File: src/rtl/traffic_ctrl_param_if.sv
// Request/lamp bundle between the intersection controller (master) and its environment (slave).
// Lamps and phase are registered in the controller; requests have no backpressure.
interface traffic_ctrl_param_if;
    logic       left_req_ns;
    logic       left_req_ew;
    logic       emerg;
    logic       ns_left_green;
    logic       ns_green;
    logic       ns_yellow;
    logic       ns_red;
    logic       ew_left_green;
    logic       ew_green;
    logic       ew_yellow;
    logic       ew_red;
    logic [2:0] phase;

    modport master (
        input  left_req_ns, left_req_ew, emerg,
        output ns_left_green, ns_green, ns_yellow, ns_red,
        output ew_left_green, ew_green, ew_yellow, ew_red,
        output phase
    );

    modport slave (
        output left_req_ns, left_req_ew, emerg,
        input  ns_left_green, ns_green, ns_yellow, ns_red,
        input  ew_left_green, ew_green, ew_yellow, ew_red,
        input  phase
    );
endinterface

File: src/rtl/traffic_ctrl_param.sv
// Demand-actuated NS/EW intersection controller with optional protected lefts and emergency preempt.
// Lamps and phase update on the same edge as the state; requests are latched, nothing is backpressured.
module traffic_ctrl_param #(
    parameter int CNT_W    = 8,
    parameter int T_GREEN  = 20,
    parameter int T_LEFT   = 8,
    parameter int T_YELLOW = 3,
    parameter int T_ALLRED = 2,
    parameter bit LEFT_EN  = 1'b1
) (
    input  logic                 clk,
    input  logic                 rst,
    traffic_ctrl_param_if.master bus
);

    typedef enum logic [2:0] {
        NS_LEFT  = 3'd0,
        NS_GREEN = 3'd1,
        NS_YEL   = 3'd2,
        AR_NS    = 3'd3,
        EW_LEFT  = 3'd4,
        EW_GREEN = 3'd5,
        EW_YEL   = 3'd6,
        AR_EW    = 3'd7
    } state_t;

    typedef struct packed {
        logic left_green;
        logic green;
        logic yellow;
        logic red;
    } road_lamp_t;

    localparam logic [CNT_W-1:0] LD_GREEN  = CNT_W'(T_GREEN  - 1);
    localparam logic [CNT_W-1:0] LD_LEFT   = CNT_W'(T_LEFT   - 1);
    localparam logic [CNT_W-1:0] LD_YELLOW = CNT_W'(T_YELLOW - 1);
    localparam logic [CNT_W-1:0] LD_ALLRED = CNT_W'(T_ALLRED - 1);
    localparam road_lamp_t       LAMP_RED  = '{left_green: 1'b0, green: 1'b0, yellow: 1'b0, red: 1'b1};

    state_t           state_q, state_d;
    logic [CNT_W-1:0] timer_q, timer_d;
    logic             pend_ns_q, pend_ns_d;
    logic             pend_ew_q, pend_ew_d;
    road_lamp_t       ns_lamp_q, ns_lamp_d;
    road_lamp_t       ew_lamp_q, ew_lamp_d;
    logic             tmo;

    assign tmo = (timer_q == '0);

    always_comb begin
        state_d = state_q;
        timer_d = timer_q - CNT_W'(1);

        unique case (state_q)
            NS_LEFT: begin
                if (bus.emerg) begin
                    state_d = NS_YEL;
                    timer_d = LD_YELLOW;
                end else if (tmo) begin
                    state_d = NS_GREEN;
                    timer_d = LD_GREEN;
                end
            end
            NS_GREEN: begin
                if (bus.emerg || tmo) begin
                    state_d = NS_YEL;
                    timer_d = LD_YELLOW;
                end
            end
            NS_YEL: begin
                if (tmo) begin
                    state_d = AR_NS;
                    timer_d = LD_ALLRED;
                end
            end
            AR_NS: begin
                // Preempt parks here with a fresh clearance pending.
                if (bus.emerg) begin
                    timer_d = LD_ALLRED;
                end else if (tmo) begin
                    if (LEFT_EN && pend_ew_q) begin
                        state_d = EW_LEFT;
                        timer_d = LD_LEFT;
                    end else begin
                        state_d = EW_GREEN;
                        timer_d = LD_GREEN;
                    end
                end
            end
            EW_LEFT: begin
                if (bus.emerg) begin
                    state_d = EW_YEL;
                    timer_d = LD_YELLOW;
                end else if (tmo) begin
                    state_d = EW_GREEN;
                    timer_d = LD_GREEN;
                end
            end
            EW_GREEN: begin
                if (bus.emerg || tmo) begin
                    state_d = EW_YEL;
                    timer_d = LD_YELLOW;
                end
            end
            EW_YEL: begin
                if (tmo) begin
                    state_d = AR_EW;
                    timer_d = LD_ALLRED;
                end
            end
            AR_EW: begin
                if (bus.emerg) begin
                    timer_d = LD_ALLRED;
                end else if (tmo) begin
                    if (LEFT_EN && pend_ns_q) begin
                        state_d = NS_LEFT;
                        timer_d = LD_LEFT;
                    end else begin
                        state_d = NS_GREEN;
                        timer_d = LD_GREEN;
                    end
                end
            end
            default: begin
                state_d = AR_EW;
                timer_d = LD_ALLRED;
            end
        endcase

        // Clear on entry to the left phase takes priority over a same-edge request.
        pend_ns_d = 1'b0;
        pend_ew_d = 1'b0;
        if (LEFT_EN) begin
            pend_ns_d = pend_ns_q | (bus.left_req_ns && (state_q != NS_LEFT));
            pend_ew_d = pend_ew_q | (bus.left_req_ew && (state_q != EW_LEFT));
            if ((state_d == NS_LEFT) && (state_q != NS_LEFT)) begin
                pend_ns_d = 1'b0;
            end
            if ((state_d == EW_LEFT) && (state_q != EW_LEFT)) begin
                pend_ew_d = 1'b0;
            end
        end

        ns_lamp_d = '{
            left_green: (state_d == NS_LEFT),
            green:      (state_d == NS_GREEN),
            yellow:     (state_d == NS_YEL),
            red:        !((state_d == NS_GREEN) || (state_d == NS_YEL))
        };
        ew_lamp_d = '{
            left_green: (state_d == EW_LEFT),
            green:      (state_d == EW_GREEN),
            yellow:     (state_d == EW_YEL),
            red:        !((state_d == EW_GREEN) || (state_d == EW_YEL))
        };
    end

    always_ff @(posedge clk or posedge rst) begin
        if (rst) begin
            state_q   <= AR_EW;
            timer_q   <= LD_ALLRED;
            pend_ns_q <= 1'b0;
            pend_ew_q <= 1'b0;
            ns_lamp_q <= LAMP_RED;
            ew_lamp_q <= LAMP_RED;
        end else begin
            state_q   <= state_d;
            timer_q   <= timer_d;
            pend_ns_q <= pend_ns_d;
            pend_ew_q <= pend_ew_d;
            ns_lamp_q <= ns_lamp_d;
            ew_lamp_q <= ew_lamp_d;
        end
    end

    assign bus.ns_left_green = ns_lamp_q.left_green;
    assign bus.ns_green      = ns_lamp_q.green;
    assign bus.ns_yellow     = ns_lamp_q.yellow;
    assign bus.ns_red        = ns_lamp_q.red;
    assign bus.ew_left_green = ew_lamp_q.left_green;
    assign bus.ew_green      = ew_lamp_q.green;
    assign bus.ew_yellow     = ew_lamp_q.yellow;
    assign bus.ew_red        = ew_lamp_q.red;
    assign bus.phase         = state_q;

endmodule
File: src/flat_wrapper.sv
// flat-port wrapper written by rule: the top's interface ports become plain ports
module traffic_ctrl_param_flat 
#(
    parameter int CNT_W    = 8,
    parameter int T_GREEN  = 20,
    parameter int T_LEFT   = 8,
    parameter int T_YELLOW = 3,
    parameter int T_ALLRED = 2,
    parameter bit LEFT_EN  = 1'b1
)
  (clk, rst, bus_left_req_ns, bus_left_req_ew, bus_emerg, bus_ns_left_green, bus_ns_green, bus_ns_yellow, bus_ns_red, bus_ew_left_green, bus_ew_green, bus_ew_yellow, bus_ew_red, bus_phase);
  traffic_ctrl_param_if bus_i ();
  input  logic clk;
  input  logic rst;
  input wire logic [$bits(bus_i.left_req_ns)-1:0] bus_left_req_ns;
  input wire logic [$bits(bus_i.left_req_ew)-1:0] bus_left_req_ew;
  input wire logic [$bits(bus_i.emerg)-1:0] bus_emerg;
  output wire logic [$bits(bus_i.ns_left_green)-1:0] bus_ns_left_green;
  output wire logic [$bits(bus_i.ns_green)-1:0] bus_ns_green;
  output wire logic [$bits(bus_i.ns_yellow)-1:0] bus_ns_yellow;
  output wire logic [$bits(bus_i.ns_red)-1:0] bus_ns_red;
  output wire logic [$bits(bus_i.ew_left_green)-1:0] bus_ew_left_green;
  output wire logic [$bits(bus_i.ew_green)-1:0] bus_ew_green;
  output wire logic [$bits(bus_i.ew_yellow)-1:0] bus_ew_yellow;
  output wire logic [$bits(bus_i.ew_red)-1:0] bus_ew_red;
  output wire logic [$bits(bus_i.phase)-1:0] bus_phase;
  assign bus_i.left_req_ns = bus_left_req_ns;
  assign bus_i.left_req_ew = bus_left_req_ew;
  assign bus_i.emerg = bus_emerg;
  assign bus_ns_left_green = bus_i.ns_left_green;
  assign bus_ns_green = bus_i.ns_green;
  assign bus_ns_yellow = bus_i.ns_yellow;
  assign bus_ns_red = bus_i.ns_red;
  assign bus_ew_left_green = bus_i.ew_left_green;
  assign bus_ew_green = bus_i.ew_green;
  assign bus_ew_yellow = bus_i.ew_yellow;
  assign bus_ew_red = bus_i.ew_red;
  assign bus_phase = bus_i.phase;
  traffic_ctrl_param #(.CNT_W(CNT_W), .T_GREEN(T_GREEN), .T_LEFT(T_LEFT), .T_YELLOW(T_YELLOW), .T_ALLRED(T_ALLRED), .LEFT_EN(LEFT_EN)) u_core (.clk(clk), .rst(rst), .bus(bus_i));
endmodule
File: config.mk
export PLATFORM = sky130hd
export DESIGN_NAME = traffic_ctrl_param_flat
export DESIGN_NICKNAME = d
export VERILOG_FILES = /design/src/rtl/traffic_ctrl_param_if.sv /design/src/rtl/traffic_ctrl_param.sv /design/src/flat_wrapper.sv
export SDC_FILE = /design/constraint.sdc
export NUM_CORES = 1
export LEC_CHECK = 0
export ABC_AREA = 0
export CAP_MARGIN = 20
export CORE_MARGIN = 4
export CORE_UTILIZATION = 53
export CTS_CLUSTER_DIAMETER = 150
export CTS_CLUSTER_SIZE = 24
export DETAILED_ROUTE_END_ITERATION = 7
export GPL_TIMING_DRIVEN = 1
export PLACE_DENSITY = 0.79
export SLEW_MARGIN = 40
export SYNTH_ARGS = -nofsm -noshare
export SYNTH_HDL_FRONTEND = slang
export SYNTH_SLANG_ARGS = --single-unit
File: constraint.sdc
create_clock -name clk -period 2 [get_ports clk]
set_input_delay 0.3 -clock clk [delete_from_list [all_inputs] [get_ports clk]]
set_output_delay 0.3 -clock clk [all_outputs]
set_load 0.05 [all_outputs]
==> reports/qor.yml <==
synthesis:
  yosys.area.top_type_share: 0.317
  ys.warnings.count: 0
  synth_area_leaders: "dfrtp_1, dfstp_2, xnor2_1"
  ys_seq_area_frac: 0.451
  yosysMostFrequentCell: "dfrtp_1"
  synth_common_cells: "dfrtp_1, nand2_1, nor2_1, a21oi_1"
  synth-seq-cells: 21
  yosys.cell_types.count: 45
  async_flop_share: 1.00
  avgSynthCellArea_um2: 9.94
  syn_nets: 126
  synthFlopType: "dfrtp_1"
  synth_edf_count: 0
  synth_area_mm2: 0.00118
  synthCells: 119
  synth_area_leader_cell: "dfrtp_1"
grt:
  grtUsageTotal: 0.182
  grt_first_pass_wirelength_um: 4550
  grt-ovfl-total: 0
  antenna_found_initial: 0
  grt_max_degree: 22
  grt_pass1_vias: 946
worst_setup_path:
  cp_slowest_stage_delay_ns: 0.79
  crit_path_end_kind: "primary output"
  cp.required_ns: 1.70
  cp.arrival_ns: 1.62
  worstPathMaxFanout: 1
  critPathKind: "reg -> out"
  cp_top_family: "buffers and inverters"
  crit_path_top_delay_cell: "clkdlybuf4s50_1"
  crit_path_start_kind: "flip-flop"
  path_buf_inv: 1
  timing.critical_path.cells: "clkdlybuf4s50_1"
timing:
  rsz0062_at_grt: "no"
  period_share: 0.959
  finalMaxSlewViolations: 0
  slew_headroom: 0.666
  setup_viol_count_final: 0
  clock_skew_ns: 0.00488
  fmax_mhz: 521
  whs_ns: 0.313
  timing.setup.tns_ns: 0
  fin_crit_ns: 1.92
  hold_violations: 0
  worst_pin_slew_ns: 0.499
floorplanning:
  rows: 16
  die_h_um: 55.2
  start_util: 0.579
  ioPinCount: 16
  die_w_um: 55.2
  core_mm2: 0.00204
  die_area_mm2: 0.00305
power:
  combPwrFrac: 0.531
  irDropWorstVdd_uv: 887
  internal_power_uw: 1110
  leakagePower_uw: 0.000567
  p_switching_uw: 1020
  switching_share: 0.479
  p_per_area_mw_per_mm2: 1540
  p_clk_frac: 0.093
  p_seq_frac: 0.376
placement:
  dp.cells: 160
  routabilityCongestion: 0.901
  numPortBuffers: 15
  place_hpwl_um: 1980
status:
  status: "finished clean"
clock_network:
  cts_tree: "done"
  clk_pin_slew_ns: 0.11
  clock_insertion_delay_worst_skew_ns: 0.29
  cts-buffers-inserted: 3
  htreeDepth: 1
  post_cts_buffers: 0
  cts_root_buffer: "clkbuf_4"
  cts_buffer_depth: 2
  clock_sinks: 21
job:
  maxCapViolCount: 0
final_layout:
  syn2layout_area_growth_pct: 16.9
  antenna_cells: 0
  drive_gt1_frac: 0.175
  num-fill-cells: 172
  final_util: 0.677
  stdcell_count: 164
  num-nets-final: 145
detailed_routing:
  ant_nets: 0
  avgRoutedWirePerCell_um: 16.1
  dr.pass1.iters: 4
  num_vias: 978
  routed_via_density: 5.96
  wirelength_um: 2650
  drcViolationCount: 0
  first_iter_violations: 31
worst_hold_path:
  holdCritPathClass: "in -> async"
## cells by family (layout without fill, tap and decap cells)
logic type | Yosys count | count (layout) | share of synthesized area
simple gates | 46 | 46 | 0.241
compound gates | 30 | 30 | 0.174
flops | 21 | 21 | 0.451
buf+inv | 12 | 30 | 0.0519
xor+xnor | 7 | 7 | 0.0519
fa+ha+maj | 2 | 2 | 0.0212
mux | 1 | 1 | 0.00952
## per-layer routing
metal | part of all wire | GRT usage | wire length, um
met1 | 0.46 | 0.235 | 1200
met2 | 0.49 | 0.311 | 1310
met3 | 0.042 | 0.0303 | 110
met4 | 0.0076 | 0.0521 | 20
met5 | 0 | 0 | 0
## stage by stage
| stage | power [uW] | setup WS (ns) | area [um^2] |
|---|---|---|---|
| 2_1_floorplan | 1620 | 0.158 | 1180 |
| 3_3_place_gp | 1870 | 0.227 | 1350 |
| 3_5_place_dp | 1910 | 0.133 | 1350 |
| 4_1_cts | 2110 | 0.0686 | 1380 |
| 5_1_grt | 2270 | 0.0158 | 1380 |
| 6_report | 2130 | 0.0816 | 1380 |
## final timing paths
check	startpoint	endpoint	slack [ns]	cells past startpoint
setup reg to reg	u_core.timer_q[1]	u_core.timer_q[4]	0.09	6
min in group clk	u_core.timer_q[0]	u_core.timer_q[0]	0.56	1
setup / recovery	u_core.bus.ns_red	bus_ns_red	0.08	1
max in group asynchronous	rst	u_core.timer_q[0]	1.42	3
hold reg to reg	u_core.timer_q[0]	u_core.timer_q[0]	0.56	1
hold / removal	rst	u_core.bus.ew_green	0.31	3
## layout by cell type, fill, tap and decap left out, types with 2 or more instances in the layout
cell type / n
or4_1: 3
xor2_1: 2
a31oi_1: 2
clkdlybuf4s50_1: 12
buf_4: 6
o21ai_0: 3
dfrtp_1: 15
nor3_1: 7
nor4_1: 2
dfstp_2: 6
a21oi_1: 8
nor2_1: 9
xnor2_1: 5
a211oi_1: 4
inv_1: 7
nand3_1: 2
clkbuf_4: 3
o21a_1: 2
nand2b_1: 2
or3_1: 2
ha_1: 2
nand2_1: 9
## power by group through the flow
stage          combinational [uW]  clock [uW]  sequential (uW)
4_1_cts                      1120         203              788
6_report                     1130         197              800
5_1_grt                      1230         218              817
3_3_place_gp                 1090           0              784
2_1_floorplan                 687           0              935
3_5_place_dp                 1110           0              799
## registers in the layout (all words and copies together), names as in the netlist
| name | count |
|---|---|
| u_core.bus.ns_left_green | 1 |
| u_core.bus.ew_green | 1 |
| u_core.bus.phase | 3 |
| u_core.bus.ns_yellow | 1 |
| u_core.pend_ew_q | 1 |
| u_core.timer_q | 8 |
| u_core.bus.ew_yellow | 1 |
| u_core.bus.ns_green | 1 |
| u_core.bus.ns_red | 1 |
| u_core.bus.ew_left_green | 1 |
| u_core.pend_ns_q | 1 |
| u_core.bus.ew_red | 1 |
## area by class of cell
cell class	count	area, um^2	area share
Timing Repair Buffer	18	165	0.119
Inverter	8	30.0	0.0217
Sequential cell	21	533	0.386
Clock buffer	4	26.3	0.0190
Multi-Input combinational cell	86	594	0.430
Tap cell	27	33.8	0.0244
## what timing repair did
item / CTS / global route
setup endpoints to repair: 0 / 1
hold buffers: 0 / 0
gates resized for setup: 0 / 1
Note: power is estimated with default switching activity, not from simulation.
